<file path="src/rtl/batcharger_measavg_if.sv">
`default_nettype none
// ============================================================================
// Module      : batcharger_measavg_if
// Description : Bundle between the charger measurement block and its
//               environment (SAR ADC and charge controller).
//               master - environment: drives en, vtok and the raw ADC results.
//               slave  - measurement block: drives requests, filtered results
//                        and status.
// Ports       : en, vtok, vbat/ibat/tbat (raw, 8b),
//               vmeasen/imeasen/tmeasen (requests),
//               vbatf/ibatf/tbatf (filtered, 8b), upd, fvalid, adcerr
// Revision    : 1.0 - initial release
// ============================================================================
interface batcharger_measavg_if;
  logic       en;
  logic       vtok;
  logic [7:0] vbat;
  logic [7:0] ibat;
  logic [7:0] tbat;
  logic       vmeasen;
  logic       imeasen;
  logic       tmeasen;
  logic [7:0] vbatf;
  logic [7:0] ibatf;
  logic [7:0] tbatf;
  logic       upd;
  logic       fvalid;
  logic       adcerr;

  modport master (
    output en, vtok, vbat, ibat, tbat,
    input  vmeasen, imeasen, tmeasen, vbatf, ibatf, tbatf, upd, fvalid, adcerr
  );

  modport slave (
    input  en, vtok, vbat, ibat, tbat,
    output vmeasen, imeasen, tmeasen, vbatf, ibatf, tbatf, upd, fvalid, adcerr
  );
endinterface
`default_nettype wire

</file>
<file path="src/rtl/batcharger_measavg.sv">
`default_nettype none
// ============================================================================
// Module      : batcharger_measavg
// Description : Round-robin V/I/T measurement sequencer for the battery
//               charger SAR ADC with per-channel result filtering, request
//               timeout detection and an all-channels-valid flag.
// Ports       : clk  - clock
//               rst  - synchronous active-high reset
//               bus  - batcharger_measavg_if.slave (en, vtok, raw results in;
//                      requests, filtered results, upd, fvalid, adcerr out)
// Config      : BATCHARGER_MEASAVG_AVG_EN defined   -> 4-sample averaging
//               BATCHARGER_MEASAVG_AVG_EN undefined -> sample passed through
// Revision    : 1.0 - initial release
// ============================================================================
module batcharger_measavg #(
  parameter int TIMEOUT_CYC = 64,
  parameter int GAP_CYC     = 4
) (
  input wire                  clk,
  input wire                  rst,
  batcharger_measavg_if.slave bus
);

  typedef enum logic [1:0] {
    ST_IDLE = 2'd0,
    ST_MEAS = 2'd1,
    ST_GAP  = 2'd2
  } state_t;

  localparam logic [1:0] CH_V = 2'd0;
  localparam logic [1:0] CH_I = 2'd1;
  localparam logic [1:0] CH_T = 2'd2;

  localparam logic [7:0] TMO_LAST = 8'(TIMEOUT_CYC - 1);
  localparam logic [7:0] GAP_LAST = 8'(GAP_CYC - 1);

  state_t          state_q, state_d;
  logic [1:0]      ch_q, ch_d;
  logic [7:0]      tmo_q, tmo_d;
  logic [7:0]      gap_q, gap_d;
  // Capture stage: the sample taken on the vtok edge is applied one edge later.
  logic            cap_vld_q, cap_vld_d;
  logic [1:0]      cap_ch_q, cap_ch_d;
  logic [7:0]      cap_data_q, cap_data_d;
  logic [2:0][7:0] filt_q, filt_d;
  logic            upd_q, upd_d;
  logic [2:0]      seen_q, seen_d;
  logic            fvalid_q, fvalid_d;
  logic            adcerr_q, adcerr_d;
  logic [2:0]      req_q, req_d;
  logic [7:0]      sample;
`ifdef BATCHARGER_MEASAVG_AVG_EN
  logic [2:0][9:0] acc_q, acc_d;
  logic [2:0][1:0] cnt_q, cnt_d;
  logic [9:0]      sum;
`endif

  always_comb begin
    case (ch_q)
      CH_I:    sample = bus.ibat;
      CH_T:    sample = bus.tbat;
      default: sample = bus.vbat;
    endcase
  end

  always_comb begin
    state_d    = state_q;
    ch_d       = ch_q;
    tmo_d      = tmo_q;
    gap_d      = gap_q;
    cap_vld_d  = 1'b0;
    cap_ch_d   = cap_ch_q;
    cap_data_d = cap_data_q;
    filt_d     = filt_q;
    upd_d      = 1'b0;
    seen_d     = seen_q;
    fvalid_d   = fvalid_q;
    adcerr_d   = adcerr_q;
`ifdef BATCHARGER_MEASAVG_AVG_EN
    acc_d      = acc_q;
    cnt_d      = cnt_q;
    sum        = '0;
`endif

    if (!bus.en) begin
      // Disable drops any capture in flight; filtered results are held.
      state_d  = ST_IDLE;
      ch_d     = CH_V;
      tmo_d    = '0;
      gap_d    = '0;
      seen_d   = '0;
      fvalid_d = 1'b0;
      adcerr_d = 1'b0;
`ifdef BATCHARGER_MEASAVG_AVG_EN
      acc_d    = '0;
      cnt_d    = '0;
`endif
    end else begin
      if (cap_vld_q) begin
        for (int i = 0; i < 3; i++) begin
          if (cap_ch_q == 2'(i)) begin
`ifdef BATCHARGER_MEASAVG_AVG_EN
            sum = acc_q[i] + {2'b00, cap_data_q};
            if (cnt_q[i] == 2'd3) begin
              filt_d[i] = sum[9:2];
              acc_d[i]  = '0;
              cnt_d[i]  = '0;
              upd_d     = 1'b1;
              seen_d[i] = 1'b1;
            end else begin
              acc_d[i] = sum;
              cnt_d[i] = cnt_q[i] + 2'd1;
            end
`else
            filt_d[i] = cap_data_q;
            upd_d     = 1'b1;
            seen_d[i] = 1'b1;
`endif
          end
        end
      end
      fvalid_d = fvalid_q | (&seen_d);

      case (state_q)
        ST_IDLE: begin
          state_d = ST_MEAS;
          ch_d    = CH_V;
          tmo_d   = '0;
        end
        ST_MEAS: begin
          // A conversion-complete on the last allowed cycle still counts.
          if (bus.vtok) begin
            cap_vld_d  = 1'b1;
            cap_ch_d   = ch_q;
            cap_data_d = sample;
            state_d    = ST_GAP;
            gap_d      = '0;
          end else if (tmo_q == TMO_LAST) begin
            adcerr_d = 1'b1;
            state_d  = ST_GAP;
            gap_d    = '0;
          end else begin
            tmo_d = tmo_q + 8'd1;
          end
        end
        ST_GAP: begin
          if (gap_q == GAP_LAST) begin
            state_d = ST_MEAS;
            tmo_d   = '0;
            case (ch_q)
              CH_V:    ch_d = CH_I;
              CH_I:    ch_d = CH_T;
              default: ch_d = CH_V;
            endcase
          end else begin
            gap_d = gap_q + 8'd1;
          end
        end
        default: state_d = ST_IDLE;
      endcase
    end

    // Requests are registered from the next state so they are glitch-free.
    req_d = (state_d == ST_MEAS) ? (3'b001 << ch_d) : 3'b000;
  end

  always_ff @(posedge clk) begin
    if (rst) begin
      state_q    <= ST_IDLE;
      ch_q       <= CH_V;
      tmo_q      <= '0;
      gap_q      <= '0;
      cap_vld_q  <= 1'b0;
      cap_ch_q   <= CH_V;
      cap_data_q <= '0;
      filt_q     <= '0;
      upd_q      <= 1'b0;
      seen_q     <= '0;
      fvalid_q   <= 1'b0;
      adcerr_q   <= 1'b0;
      req_q      <= '0;
`ifdef BATCHARGER_MEASAVG_AVG_EN
      acc_q      <= '0;
      cnt_q      <= '0;
`endif
    end else begin
      state_q    <= state_d;
      ch_q       <= ch_d;
      tmo_q      <= tmo_d;
      gap_q      <= gap_d;
      cap_vld_q  <= cap_vld_d;
      cap_ch_q   <= cap_ch_d;
      cap_data_q <= cap_data_d;
      filt_q     <= filt_d;
      upd_q      <= upd_d;
      seen_q     <= seen_d;
      fvalid_q   <= fvalid_d;
      adcerr_q   <= adcerr_d;
      req_q      <= req_d;
`ifdef BATCHARGER_MEASAVG_AVG_EN
      acc_q      <= acc_d;
      cnt_q      <= cnt_d;
`endif
    end
  end

  assign bus.vmeasen = req_q[0];
  assign bus.imeasen = req_q[1];
  assign bus.tmeasen = req_q[2];
  assign bus.vbatf   = filt_q[0];
  assign bus.ibatf   = filt_q[1];
  assign bus.tbatf   = filt_q[2];
  assign bus.upd     = upd_q;
  assign bus.fvalid  = fvalid_q;
  assign bus.adcerr  = adcerr_q;

endmodule
`default_nettype wire

</file>
<file path="src/flat_wrapper.sv">
// flat-port wrapper written by rule: the top's interface ports become plain ports
module batcharger_measavg_flat 
#(
  parameter int TIMEOUT_CYC = 64,
  parameter int GAP_CYC     = 4
)
  (clk, rst, bus_en, bus_vtok, bus_vbat, bus_ibat, bus_tbat, bus_vmeasen, bus_imeasen, bus_tmeasen, bus_vbatf, bus_ibatf, bus_tbatf, bus_upd, bus_fvalid, bus_adcerr);
  batcharger_measavg_if bus_i ();
  input wire clk;
  input wire rst;
  input wire logic [$bits(bus_i.en)-1:0] bus_en;
  input wire logic [$bits(bus_i.vtok)-1:0] bus_vtok;
  input wire logic [$bits(bus_i.vbat)-1:0] bus_vbat;
  input wire logic [$bits(bus_i.ibat)-1:0] bus_ibat;
  input wire logic [$bits(bus_i.tbat)-1:0] bus_tbat;
  output wire logic [$bits(bus_i.vmeasen)-1:0] bus_vmeasen;
  output wire logic [$bits(bus_i.imeasen)-1:0] bus_imeasen;
  output wire logic [$bits(bus_i.tmeasen)-1:0] bus_tmeasen;
  output wire logic [$bits(bus_i.vbatf)-1:0] bus_vbatf;
  output wire logic [$bits(bus_i.ibatf)-1:0] bus_ibatf;
  output wire logic [$bits(bus_i.tbatf)-1:0] bus_tbatf;
  output wire logic [$bits(bus_i.upd)-1:0] bus_upd;
  output wire logic [$bits(bus_i.fvalid)-1:0] bus_fvalid;
  output wire logic [$bits(bus_i.adcerr)-1:0] bus_adcerr;
  assign bus_i.en = bus_en;
  assign bus_i.vtok = bus_vtok;
  assign bus_i.vbat = bus_vbat;
  assign bus_i.ibat = bus_ibat;
  assign bus_i.tbat = bus_tbat;
  assign bus_vmeasen = bus_i.vmeasen;
  assign bus_imeasen = bus_i.imeasen;
  assign bus_tmeasen = bus_i.tmeasen;
  assign bus_vbatf = bus_i.vbatf;
  assign bus_ibatf = bus_i.ibatf;
  assign bus_tbatf = bus_i.tbatf;
  assign bus_upd = bus_i.upd;
  assign bus_fvalid = bus_i.fvalid;
  assign bus_adcerr = bus_i.adcerr;
  batcharger_measavg #(.TIMEOUT_CYC(TIMEOUT_CYC), .GAP_CYC(GAP_CYC)) u_core (.clk(clk), .rst(rst), .bus(bus_i));
endmodule
</file>
<file path="config.mk">
export PLATFORM = sky130hd
export DESIGN_NAME = batcharger_measavg_flat
export DESIGN_NICKNAME = d
export VERILOG_FILES = /design/src/rtl/batcharger_measavg_if.sv /design/src/rtl/batcharger_measavg.sv /design/src/flat_wrapper.sv
export SDC_FILE = /design/constraint.sdc
export NUM_CORES = 1
export LEC_CHECK = 0
export ABC_AREA = 1
export BUFFER_PORTS_ARGS = -buffer_cell sky130_fd_sc_hd__buf_4
export CAP_MARGIN = 20
export CORE_MARGIN = 10
export CORE_UTILIZATION = 50
export DETAILED_ROUTE_END_ITERATION = 6
export GPL_TIMING_DRIVEN = 0
export PLACE_DENSITY_LB_ADDON = 0.25
export REMOVE_ABC_BUFFERS = 1
export SLEW_MARGIN = 20
export SYNTH_ARGS = -nofsm -noshare
export SYNTH_HDL_FRONTEND = slang
export SYNTH_SLANG_ARGS = --single-unit
</file>
<file path="constraint.sdc">
create_clock -name clk -period 2 [get_ports clk]
set_input_delay 0.4 -clock clk [delete_from_list [all_inputs] [get_ports clk]]
set_output_delay 0.4 -clock clk [all_outputs]
set_load 0.02 [all_outputs]
</file>
# ---- Word-level counts from Yosys, hierarchy flattened
# Index checks and enable logic that the tools add are counted.
dict set report totals {
  ff_bits 64
  inputBits 28
  output_inout_bits 30
  word_cells 82
}
dict set report classes {
  addsub 2
  eq_ne 14
  n_shift 1
  mux 27
  bitwise_logic 6
  reduce_logical 17
}
# cell count
set ops {}
lappend ops {{two-way mux 8 bit} 6}
lappend ops {{case mux 8 bit (2 select lines)} 2}
lappend ops {{case mux 8 bit (3 select lines)} 1}
lappend ops {{AND reduction 3 bit} 7}
lappend ops {{adder 8 x 1 -> 8 bit, second input constant} 2}
lappend ops {{two-way mux 2 bit} 6}
lappend ops {{equality test 2 x 1 -> 1 bit, second input constant} 4}
lappend ops {{equality test 8 x 2 -> 1 bit, second input constant} 1}
lappend ops {{equality test 8 x 6 -> 1 bit, second input constant} 1}
lappend ops {{case mux 2 bit (2 select lines)} 2}
lappend ops {{two-way mux 1 bit} 7}
lappend ops {{equality test 2 bit, second input constant} 3}
lappend ops {{logical NOT 2 bit} 3}
lappend ops {{two-way mux 3 bit} 2}
lappend ops {{inequality test 2 bit, second input constant} 3}
lappend ops {{case mux 2 bit (3 select lines)} 1}
lappend ops {{OR reduction 3 bit} 2}
lappend ops {{NOT 1 bit} 5}
lappend ops {{AND reduction 4 bit} 1}
lappend ops {{OR reduction 2 bit} 2}
lappend ops {{inequality test 3 x 2 -> 1 bit, second input constant} 1}
lappend ops {{nonzero test 3 bit} 1}
lappend ops {{<< shifter 1 x 2 -> 3 bit, first input constant} 1}
lappend ops {{inequality test 2 x 1 -> 1 bit, second input constant} 1}
lappend ops {{2 further kinds} 2}

# ---- Depth between registers and ports, before layout
# Gate-level depths: netlist of run 1.
dict set report logic_depth {
  ltp_word 8
  ltp_mapped 11
  mapped_depth_nobuf 11
}

# ---- Worst setup path before layout of run 1
# Ideal clock, no wire load.
dict set report synth_timing {
  path_kind {register to register}
  from {register u_core.ch_q[0]}
  to {register u_core.cap_data_q[2]}
  setup_time_ns 0.115
  t_arrival_ns 1.272
  required_ns 1.885
  setup_slack_ns 0.613
  path_stages_with_launch 9
  path_buffers 1
  period_less_slack_ns 1.387
  path_cell_list {dfxtp_1 inv_1 ha_1 buf_2 inv_1 a21oi_1 a21oi_1 o21ai_0 inv_1}
}
dict set report synth_via {
  elab_chain_len 2
  elab_cells_between_ends 3
  classes_between {2 x eq/ne; 1 x mux}
}
# element line_no
set synth_lines {}
lappend synth_lines {{start, declared} batcharger_measavg.sv:38} ;# logic [1:0] ch_q, ch_d;
lappend synth_lines {{start signal, assigned} batcharger_measavg.sv:188} ;# ch_q <= ch_d;
lappend synth_lines {{equality test 2 bit / equality test 2 x 1 -> 1 bit (equally long branches)} batcharger_measavg.sv:59} ;# case (ch_q)
lappend synth_lines {{case mux 8 bit (2 select lines) (*)} batcharger_measavg.sv:59}
lappend synth_lines {{end signal, assigned} batcharger_measavg.sv:193} ;# cap_data_q <= cap_data_d;
lappend synth_lines {{end, declared} batcharger_measavg.sv:44} ;# logic [7:0] cap_data_q, cap_data_d;
# Every way passes the cells marked *; elsewhere a longest branch is shown, timed or not.
# A chain may end at the register's enable or synchronous reset.

# ---- Worst setup path after layout of run 1
dict set report layout_timing {
  from {register u_core.ch_q[0]}
  to {register u_core.cap_data_q[3]}
}
# The elaborated chain is that of the path after synthesis.

==> qor.csv, run 1 <==
stage;metric;value;unit
yosys;synth-simple-area-share;0.268;
worst_setup_path;crit_required;2.22;ns
floorplanning;initial_core_util;0.516;
worst_setup_path;cp_max_fo;10;
global_routing;grt-ovfl-total;0;
pwr;p_clk_frac;0.428;
yosys;seq_area_frac_synth;0.449;
layout;multi_input_area;0.00133;sq mm
clock_tree;path_clk_slew;0.08;ns
floorplanning;num_rows;27;
floorplanning;die_height;95.6;microns
placement;dp_slack;0.342;ns
run_status;outcome;finished clean;
detailed_routing;finalWirelength;6530;microns
yosys;synth_warnings;0;
timing;setup_viol;0;
timing;worst-slew-pin-transition;0.529;ns
run;drv_cap;0;
timing;slew_headroom;0.646;
yosys;synth-async-reset-ratio;0;
detailed_routing;drtAntennaViolNets;0;
worst_hold_path;min_path_type;in2reg;
floorplanning;pin_count;58;
timing;timing.final.ws_setup;0.330;ns
yosys;synth_mux_area_frac;0;
clock_tree;clock_latency;0.33;ns
yosys;synth_edf_count;0;
pwr;swShare;0.239;
detailed_routing;drt_iter0_markers;157;
timing;timing.fmax;599;MHz
timing;drv_slew;0;
placement;dp_cells;509;
detailed_routing;firstDrtPassIters;4;
clock_tree;cts-hold-fix-buffers;0;
layout;seqCellArea;0.00128;sq mm
placement;dpl_cell_area;0.00332;sq mm
pwr;p_comb_frac;0.058;
worst_setup_path;crit_path_end_kind;register;
yosys;synth-compound-area-share;0.167;
clock_tree;numCtsBuffers;9;
layout;fin_area;0.00352;sq mm
yosys;ys_ff_latch;64;
layout;drive_gt1_frac;0.201;
placement;dp_hpwl;4870;microns
yosys;synth_xor_area_frac;0.00920;
detailed_routing;via_count;2616;
floorplanning;die_w;95.6;microns
worst_setup_path;arrival;1.89;ns
global_routing;grt_first_pass_wirelength;11200;microns
detailed_routing;wire_per_inst;12.4;microns
yosys;netlist_top_cells_area;dfxtp_1 45%, nand2_1 11%, a21oi_1 9.6%;
clock_tree;clock_sinks;64;
yosys;synth_top_area_frac;0.449;
yosys;netlist.top_cell.by_area;dfxtp_1;
pwr;intPower;1.92;mW
yosys;syn_avg_cell_area;7.31;sq um
pwr;peakVddDrop;0.000673;V
timing;rsz0062_at_grt;no;
yosys;synth.distinct_cells;31;
clock_tree;htreeDepth;3;
global_routing;grt_pass1_vias;2548;
worst_setup_path;critical_path_class;reg2reg;
floorplanning;dieArea;0.00914;sq mm
layout;nFillCells;514;
clock_tree;cts_tree;yes;
layout;n_antenna_cell;0;
detailed_routing;viasPerCell;4.98;
pwr;p_leak;1.52;nW
placement;io_buffers;57;
timing;layout_min_cycle_time;1.67;ns
pwr;pwr_density_cell;718;mW/mm^2
worst_setup_path;cp-start-kind;register;
clock_tree;clk_path_buf_depth;2;
layout;area_growth;23.2;%
timing;hold_slack;0.415;ns
global_routing;grt_max_degree;23;
yosys;synth_most_common_cell;nand2_1;
floorplanning;core_area;0.00554;sq mm
detailed_routing;drc;0;
global_routing;antenna_found_initial;0;
timing;post-route-period-util;0.835;
layout;final-instance-count-excl-fill;525;
yosys;synth_top_family_by_area;simple AND/OR/NAND/NOR gates;
timing;fin_skew;0.0134;ns
clock_tree;post_cts_resized;0;
yosys;netlist_area;0.00286;sq mm
clock_tree;post_cts_buffers;0;
yosys;synth_ff_type;dfxtp_1;
global_routing;grt_use_total;0.151;
pwr;p_seq_frac;0.514;
yosys;synthCells;391;
placement;place_congestion;0.847;
layout;nets;481;
yosys;synthAdderAreaFrac;0.0219;
pwr;p_switching;0.604;mW
timing;fin_tns_setup;0;ns
timing;hold_viol_final;0;
yosys;synthTopCellsByCount;82 x nand2_1, 64 x dfxtp_1, 55 x a21oi_1;
clock_tree;cts_root_buf;clkbuf_8;
power by group through the flow:
stage	sequential [mW]	clock (mW)	combinational [mW]
after floorplan	1.33	0	0.0662
after global placement	1.33	0	0.145
after detailed placement	1.33	0	0.147
after CTS	1.30	1.10	0.147
after global routing	1.30	1.17	0.165
final	1.30	1.08	0.146
worst paths after layout:
path	from	endpoint	slack, ns	cells after the start
hold / removal	rst	u_core.bus.ibatf[0]	0.42	2
setup / recovery	u_core.ch_q[0]	u_core.cap_data_q[3]	0.33	7
setup reg to reg	u_core.ch_q[0]	u_core.cap_data_q[3]	0.33	7
hold reg to reg	u_core.bus.vbatf[0]	u_core.bus.vbatf[0]	0.45	2
metal layers:
metal,global-route usage,vias to the layer above,routed length (microns)
li1,-,1386,-
met1,0.192,1151,3070
met2,0.229,73,2880
met3,0.0542,6,517
met4,0.0590,0,61
met5,0,-,0
worst max-delay path, stage by stage (launching register included):
cell and delay, ns:
dfxtp_1 0.36, inv_1 0.09, ha_1 0.47, inv_1 0.19, a21oi_1 0.17, a21oi_1 0.10
o21ai_0 0.15, inv_1 0.05
metrics by stage:
stage / util / total power [mW]
after global placement: 0.600 / 1.47
final: 0.635 / 2.53
after CTS: 0.635 / 2.55
after global routing: 0.635 / 2.63
after detailed placement: 0.600 / 1.48
after floorplan: - / 1.40
sequential cells by signal, summed over array words and instances, names as in the netlist:
name               flops
u_core.seen_q          3
u_core.tmo_q           8
u_core.bus.tbatf       8
u_core.state_q         2
u_core.cap_data_q      8
u_core.bus.adcerr      1
u_core.bus.upd         1
u_core.bus.ibatf       8
u_core.bus.vbatf       8
u_core.cap_ch_q        2
u_core.cap_vld_q       1
u_core.bus.fvalid      1
u_core.ch_q            2
u_core.gap_q           8
u_core.req_q           3
final cells by class:
| class | instances | area share |
|---|---|---|
| clock buffers | 9 | 0.0352 |
| repair buffers | 57 | 0.122 |
| well taps | 72 | 0.0256 |
| multi-input cells | 265 | 0.379 |
| inverters | 51 | 0.0544 |
| flip-flops and latches | 64 | 0.364 |
| clock inverters | 7 | 0.0206 |
cells in the final DEF (no fill, tap or decap), types with 2 or more instances in the layout:
cell / count
a211oi_1: 2
a21oi_1: 55
buf_4: 57
clkbuf_8: 9
clkinv_1: 2
clkinv_2: 2
clkinv_4: 2
clkinvlp_4: 2
dfxtp_1: 64
ha_1: 5
inv_1: 45
inv_2: 4
nand2_1: 82
nand2_2: 2
nand3_1: 29
nand3_2: 3
nand4_1: 3
nor2_1: 36
nor2_2: 2
nor2_4: 2
nor3_1: 2
o21a_1: 8
o21ai_0: 19
o21ai_1: 5
xor2_1: 2
cell families after synthesis:
family	Yosys count
compound gates	90
xor+xnor	3
fa+ha+maj	5
buf+inv	62
flops	64
simple gates	167
(Power assumes the default switching activity.)
==> run 2: changes to the inputs <==
ABC_AREA = 0   (was 1)
clock period = 1.7 ns   (was 2 ns; I/O delays follow)
==> qor.csv, run 2 <==
stage;metric;value;unit;change
detailed_routing;via_count;2559;;-2.2%
layout;multi_input_area;0.00143;sq mm;+7.4%
yosys;synth_top_area_frac;0.475;;+0.0260
clock_tree;clk_path_buf_depth;2;;unchanged
timing;hold_slack;0.388;ns;-0.0273 ns
layout;layout_common_cells;63 x buf_4, 61 x dfxtp_1, 57 x nand2_1, 41 x a21oi_1, 39 x nor2_1;;
yosys;netlist.top_cell.by_area;dfxtp_1;;
detailed_routing;drt_iter0_markers;151;;-3.8%
pwr;pwr_density_cell;832;mW/mm^2;+16%
floorplanning;die_height;93.5;microns;-2.2%
timing;slew_headroom;0.657;;+0.0107
worst_setup_path;crit_path_end_kind;register;;
layout;fin_area;0.00350;sq mm;-0.60%
timing;hold_viol_final;0;;unchanged
timing;setup_viol;5;;+5
yosys;synth.distinct_cells;42;;+35%
yosys;synth_edf_count;0;;unchanged
global_routing;grt_use_total;0.159;;+0.00774
floorplanning;pin_count;58;;unchanged
placement;dp_slack;-0.375;ns;-0.717 ns
run_status;outcome;finished, violations left;;
global_routing;grt_pass1_vias;2421;;-5.0%
layout;nFillCells;426;;-17%
timing;post-route-period-util;1.09;;+0.254
pwr;p_leak;1.31;nW;-14%
worst_setup_path;worstReg2RegStart;u_core.gap_q[1];;
worst_setup_path;r2r_setup_slack;-0.15;ns;-0.48 ns
clock_tree;htreeDepth;3;;unchanged
clock_tree;cts-hold-fix-buffers;0;;unchanged
timing;timing.final.ws_setup;-0.151;ns;-0.480 ns
clock_tree;clock_sinks;64;;unchanged
floorplanning;dieArea;0.00874;sq mm;-4.3%
worst_setup_path;critical_path_class;reg2reg;;
clock_tree;cts_tree;yes;;
floorplanning;core_area;0.00517;sq mm;-6.6%
floorplanning;num_rows;26;;-3.7%
timing;worst-slew-pin-transition;0.512;ns;-0.0173 ns
worst_setup_path;cp_max_fo;4;;-6
layout;post-route-util;0.676;;+0.0411
yosys;synth_most_common_cell;dfxtp_1;;
placement;place_congestion;0.746;;-12%
placement;io_buffers;57;;unchanged
timing;fin_skew;0.00635;ns;-0.00701 ns
layout;nets;420;;-13%
run_status;violations;negative setup slack;;
yosys;synth-async-reset-ratio;0;;unchanged
detailed_routing;drtAntennaViolNets;0;;unchanged
placement;dpl_cell_area;0.00316;sq mm;-5.0%
yosys;synth_ff_type;dfxtp_1;;
worst_hold_path;holdPathStages;2;;unchanged
timing;layout_min_cycle_time;1.85;ns;+0.180 ns
worst_hold_path;min_path_type;in2reg;;
run;drv_cap;0;;unchanged
yosys;syn_avg_cell_area;8.26;sq um;+13%
timing;fin_tns_setup;-0.606;ns;-0.606 ns
global_routing;grt_first_pass_wirelength;11300;microns;+0.98%
worst_setup_path;cp-start-kind;register;;
clock_tree;cts_root_buf;clkbuf_8;;
yosys;ys_ff_latch;64;;unchanged
layout;n_antenna_cell;0;;unchanged
worst_hold_path;hold_start;rst;;
yosys;seq_area_frac_synth;0.475;;+0.0260
worst_setup_path;reg2reg_depth;5;;-2
global_routing;grt-ovfl-total;0;;unchanged
timing;drv_slew;0;;unchanged
timing;timing.fmax;540;MHz;-9.8%
clock_tree;clock_latency;0.34;ns;about the same
global_routing;grt_max_degree;38;;+65%
clock_tree;numCtsBuffers;9;;unchanged
layout;final-instance-count-excl-fill;461;;-12%
pwr;peakVddDrop;0.000431;V;-36%
clock_tree;path_clk_slew;0.07;ns;about the same
detailed_routing;finalWirelength;7070;microns;+8.2%
layout;seqCellArea;0.00129;sq mm;+0.68%
pwr;finalPower;2.91;mW;+15%
timing;rsz0062_at_grt;yes;;
yosys;netlist_top_cells_area;dfxtp_1 47%, nand2_1 7.9%, a21oi_1 7.6%;;
placement;dp_hpwl;4640;microns;-4.6%
floorplanning;initial_core_util;0.522;;+0.00643
yosys;synthCells;327;;-16%
worst_setup_path;arrival;2.10;ns;+0.21 ns
layout;drive_gt1_frac;0.256;;+0.0549
detailed_routing;drc;0;;unchanged
yosys;synth_warnings;0;;unchanged
floorplanning;die_w;93.5;microns;-2.2%
detailed_routing;firstDrtPassIters;4;;unchanged
detailed_routing;wire_per_inst;15.3;microns;+23%
worst_setup_path;regToRegEndpoint;u_core.req_q[2];;
layout;final_common_cell;buf_4;;
global_routing;antenna_found_initial;0;;unchanged
layout;area_growth;29.6;%;
placement;dp_cells;438;;-14%
detailed_routing;viasPerCell;5.55;;+11%
worst_hold_path;hold_path_end;u_core.cap_data_q[3];;
yosys;netlist_area;0.00270;sq mm;-5.5%
yosys;synthTopCellsByCount;64 x dfxtp_1, 57 x nand2_1, 41 x a21oi_1;;
worst_setup_path;crit_required;1.95;ns;-0.27 ns
run 2: cell count changes in the layout (fill, tap and decap cells not counted), moves of 7 or more:
cell	delta
inv_1	-41
nand2_1	-25
o21ai_0	-14
a22oi_1	+8
nand3_1	-26
xor2_1	+8
o21a_1	-7
a21oi_1	-14
and3_1	+7
nand4_1	+7
run 2: worst max-delay path by stage:
stage / from / end / slack (ns) / cells after the start
floorplan: u_core.gap_q[0] / u_core.req_q[2] / -0.20 / 5
global placement: u_core.gap_q[0] / u_core.req_q[2] / -0.41 / 5
detailed placement: u_core.gap_q[0] / u_core.req_q[2] / -0.37 / 5
CTS: u_core.gap_q[1] / u_core.req_q[1] / -0.13 / 5
global route: u_core.gap_q[1] / u_core.req_q[0] / -0.22 / 6
finish: u_core.gap_q[1] / u_core.req_q[2] / -0.15 / 5
run 2: routing by layer:
metal,wire (microns),GRT usage
met1,3060,0.196
met2,3220,0.238
met5,0,0
met4,131,0.0900
met3,659,0.0512
run 2: cell families (layout without fill, tap and decap cells):
| group | after synthesis | after routing | synth area share |
|---|---|---|---|
| simple gates | 144 | 145 | 0.253 |
| compound gates | 82 | 82 | 0.184 |
| flops | 64 | 64 | 0.475 |
| buf+inv | 21 | 84 | 0.0292 |
| xor+xnor | 10 | 10 | 0.0324 |
| fa+ha+maj | 5 | 5 | 0.0232 |
| mux | 1 | 1 | 0.00371 |
run 2: critical path: stages, from the launching register on:
cell      delay (ns)
dfxtp_4         0.36
ha_4            0.14
or4b_4          0.48
o31a_1          0.25
a211o_1         0.34
a211oi_2        0.19
run 2: final cells by class:
| cell class | count | share of cell area |
|---|---|---|
| Sequential cell | 64 | 0.369 |
| Timing Repair Buffer | 64 | 0.138 |
| Multi-Input combinational cell | 243 | 0.409 |
| Clock inverter | 4 | 0.0129 |
| Inverter | 5 | 0.00536 |
| Clock buffer | 11 | 0.0404 |
| Tap cell | 70 | 0.0250 |
run 2: repair_timing:
action / 4_1_cts / 5_1_grt
pin swaps: 10 / 6
hold endpoints to repair: 0 / 0
gates resized for setup: 13 / 12
buffers inserted: 6 / 1
endpoints found under the setup margin: 29 / 42
gates cloned: 0 / 1
run 2: report_power, final:
part | internal (mW) | leakage (nW) | switching (mW)
Sequential | 1.51 | 0.518 | 0.0158
Combinational | 0.0629 | 0.695 | 0.0650
Clock | 0.702 | 0.0989 | 0.561
Total | 2.27 | 1.31 | 0.642
==> run 3: changes to the inputs <==
CORE_UTILIZATION = 54   (was 50)
==> qor.csv, run 3 (same netlist as run 2, synthesis figures left out) <==
stage;metric;value;unit;change
timing;timing.fmax;548;MHz;+1.4%
layout;post-route-util;0.732;;+0.0554
timing;rsz0062_at_grt;yes;;
global_routing;grt_pass1_vias;2449;;+1.2%
timing;layout_min_cycle_time;1.82;ns;-0.0261 ns
layout;final-instance-count-excl-fill;459;;-0.43%
pwr;p_leak;1.32;nW;+0.60%
worst_setup_path;cp-start-kind;register;;
placement;dp_slack;-0.352;ns;+0.0224 ns
detailed_routing;viasPerCell;5.53;;-0.39%
worst_setup_path;crit_path_end_kind;register;;
detailed_routing;wire_per_inst;15.2;microns;-1.2%
timing;fin_skew;0.00798;ns;+0.00163 ns
timing;slew_headroom;0.611;;-0.0461
detailed_routing;drc;0;;unchanged
floorplanning;pin_count;58;;unchanged
worst_setup_path;crit_required;1.95;ns;about the same
run_status;outcome;finished, violations left;;
run;drv_cap;0;;unchanged
clock_tree;cts-hold-fix-buffers;0;;unchanged
layout;area_growth;29.7;%;
clock_tree;clk_path_buf_depth;2;;unchanged
pwr;pwr_density_cell;839;mW/mm^2;+0.79%
clock_tree;cts_root_buf;clkbuf_8;;
placement;place_congestion;0.816;;+9.5%
worst_setup_path;critical-path-top-delay-family;simple AND/OR/NAND/NOR gates;;
global_routing;antenna_found_initial;0;;unchanged
detailed_routing;firstDrtPassIters;4;;unchanged
timing;hold_viol_final;0;;unchanged
pwr;finalPower;2.94;mW;+0.90%
placement;dp_cells;435;;-0.68%
worst_setup_path;crit_path_max_incr_delay;0.47;ns;about the same
worst_setup_path;arrival;2.07;ns;-0.03 ns
timing;worst-slew-pin-transition;0.582;ns;+0.0707 ns
clock_tree;numCtsBuffers;9;;unchanged
timing;setup_viol;5;;unchanged
clock_tree;htreeDepth;3;;unchanged
layout;final_common_cell;buf_4;;
global_routing;grt_first_pass_wirelength;11600;microns;+2.2%
timing;fin_tns_setup;-0.343;ns;+0.263 ns
floorplanning;initial_core_util;0.564;;+0.0422
clock_tree;cts_tree;yes;;
worst_setup_path;worst-path-buf-inv;0;;unchanged
worst_setup_path;cp_max_fo;4;;unchanged
clock_tree;clock_latency;0.34;ns;about the same
worst_setup_path;crit_chain;ha_4, or4b_4, o31a_1, a211o_1, nor4_1;;
floorplanning;dieArea;0.00823;sq mm;-5.8%
worst_setup_path;slowest_stage;or4b_4;;
placement;io_buffers;57;;unchanged
layout;drive_gt1_frac;0.260;;+0.00445
detailed_routing;drtAntennaViolNets;0;;unchanged
worst_hold_path;min_path_type;in2reg;;
floorplanning;die_w;90.7;microns;-3.0%
layout;nets;420;;unchanged
clock_tree;path_clk_slew;0.07;ns;about the same
detailed_routing;drt_iter0_markers;154;;+2.0%
placement;dp_hpwl;4590;microns;-1.0%
detailed_routing;finalWirelength;6960;microns;-1.6%
run_status;violations;negative setup slack;;
global_routing;grt-ovfl-total;0;;unchanged
floorplanning;num_rows;25;;-3.8%
global_routing;grt_use_total;0.169;;+0.00990
global_routing;grt_max_degree;38;;unchanged
timing;drv_slew;0;;unchanged
layout;n_antenna_cell;0;;unchanged
layout;layout_common_cells;64 x buf_4, 61 x dfxtp_1, 57 x nand2_1, 41 x a21oi_1, 38 x nor2_1;;
pwr;peakVddDrop;0.000503;V;+17%
timing;timing.final.ws_setup;-0.124;ns;+0.0261 ns
timing;post-route-period-util;1.07;;-0.0154
detailed_routing;via_count;2538;;-0.82%
floorplanning;core_area;0.00479;sq mm;-7.5%
worst_setup_path;critical_path_class;reg2reg;;
floorplanning;die_height;90.7;microns;-3.0%
clock_tree;clock_sinks;64;;unchanged
layout;nFillCells;367;;-14%
[run 3: cell count changes in the layout (fill, tap and decap cells not counted), sizes merged]
cell	change
clkinv	+2
clkbuf	-1
[run 3: path summary, 6_finish.rpt]
path / cells after the start / startpoint / slack [ns] / to
setup / recovery: 5 / u_core.gap_q[1] / -0.12 / u_core.req_q[0]
hold / removal: 2 / rst / 0.39 / u_core.cap_data_q[1]
setup reg to reg: 5 / u_core.gap_q[1] / -0.12 / u_core.req_q[0]
hold reg to reg: 2 / u_core.bus.vbatf[3] / 0.46 / u_core.bus.vbatf[3]
[run 3: routing by layer]
layer / share of wire / GRT usage / vias up
met2: 0.47 / 0.260 / 74
li1: - / - / 1275
met1: 0.43 / 0.203 / 1180
met5: 0 / 0 / -
met3: 0.087 / 0.0707 / 9
met4: 0.010 / 0.0663 / 0
[run 3: report_power, final]
part | switching, mW | internal, mW | total, mW | leakage (nW)
clock network | 0.584 | 0.709 | 1.29 | 0.106
registers | 0.0146 | 1.50 | 1.52 | 0.518
logic | 0.0646 | 0.0615 | 0.126 | 0.696
[run 3: final cells by class]
type | instances | area [sq um] | share of cell area
Clock buffer | 10 | 138 | 0.0393
Tap cell | 67 | 83.8 | 0.0239
Clock inverter | 6 | 58.8 | 0.0168
Sequential cell | 64 | 1290 | 0.368
Inverter | 5 | 18.8 | 0.00536
Timing Repair Buffer | 64 | 480 | 0.137
Multi-Input combinational cell | 243 | 1430 | 0.409
[run 3: what timing repair did]
item | 4_1_cts | 5_1_grt
gates cloned | 1 | 0
resized for setup | 16 | 10
buffers inserted | 5 | 2
endpoints found under the setup margin | 29 | 39
pin swaps | 8 | 6
[run 3: worst reg2reg max path, stage by stage (launching register included)]
cell and delay, ns:
dfxtp_4 0.36, ha_4 0.13, or4b_4 0.47, o31a_1 0.25, a211o_1 0.30, nor4_1 0.23
[run 3: stage by stage]
stage	hold slack, ns	area (sq um)
2_1_floorplan	0.409	2640
3_3_place_gp	0.444	3150
3_5_place_dp	0.448	3150
4_1_cts	0.373	3450
5_1_grt	0.397	3500
6_report	0.391	3500
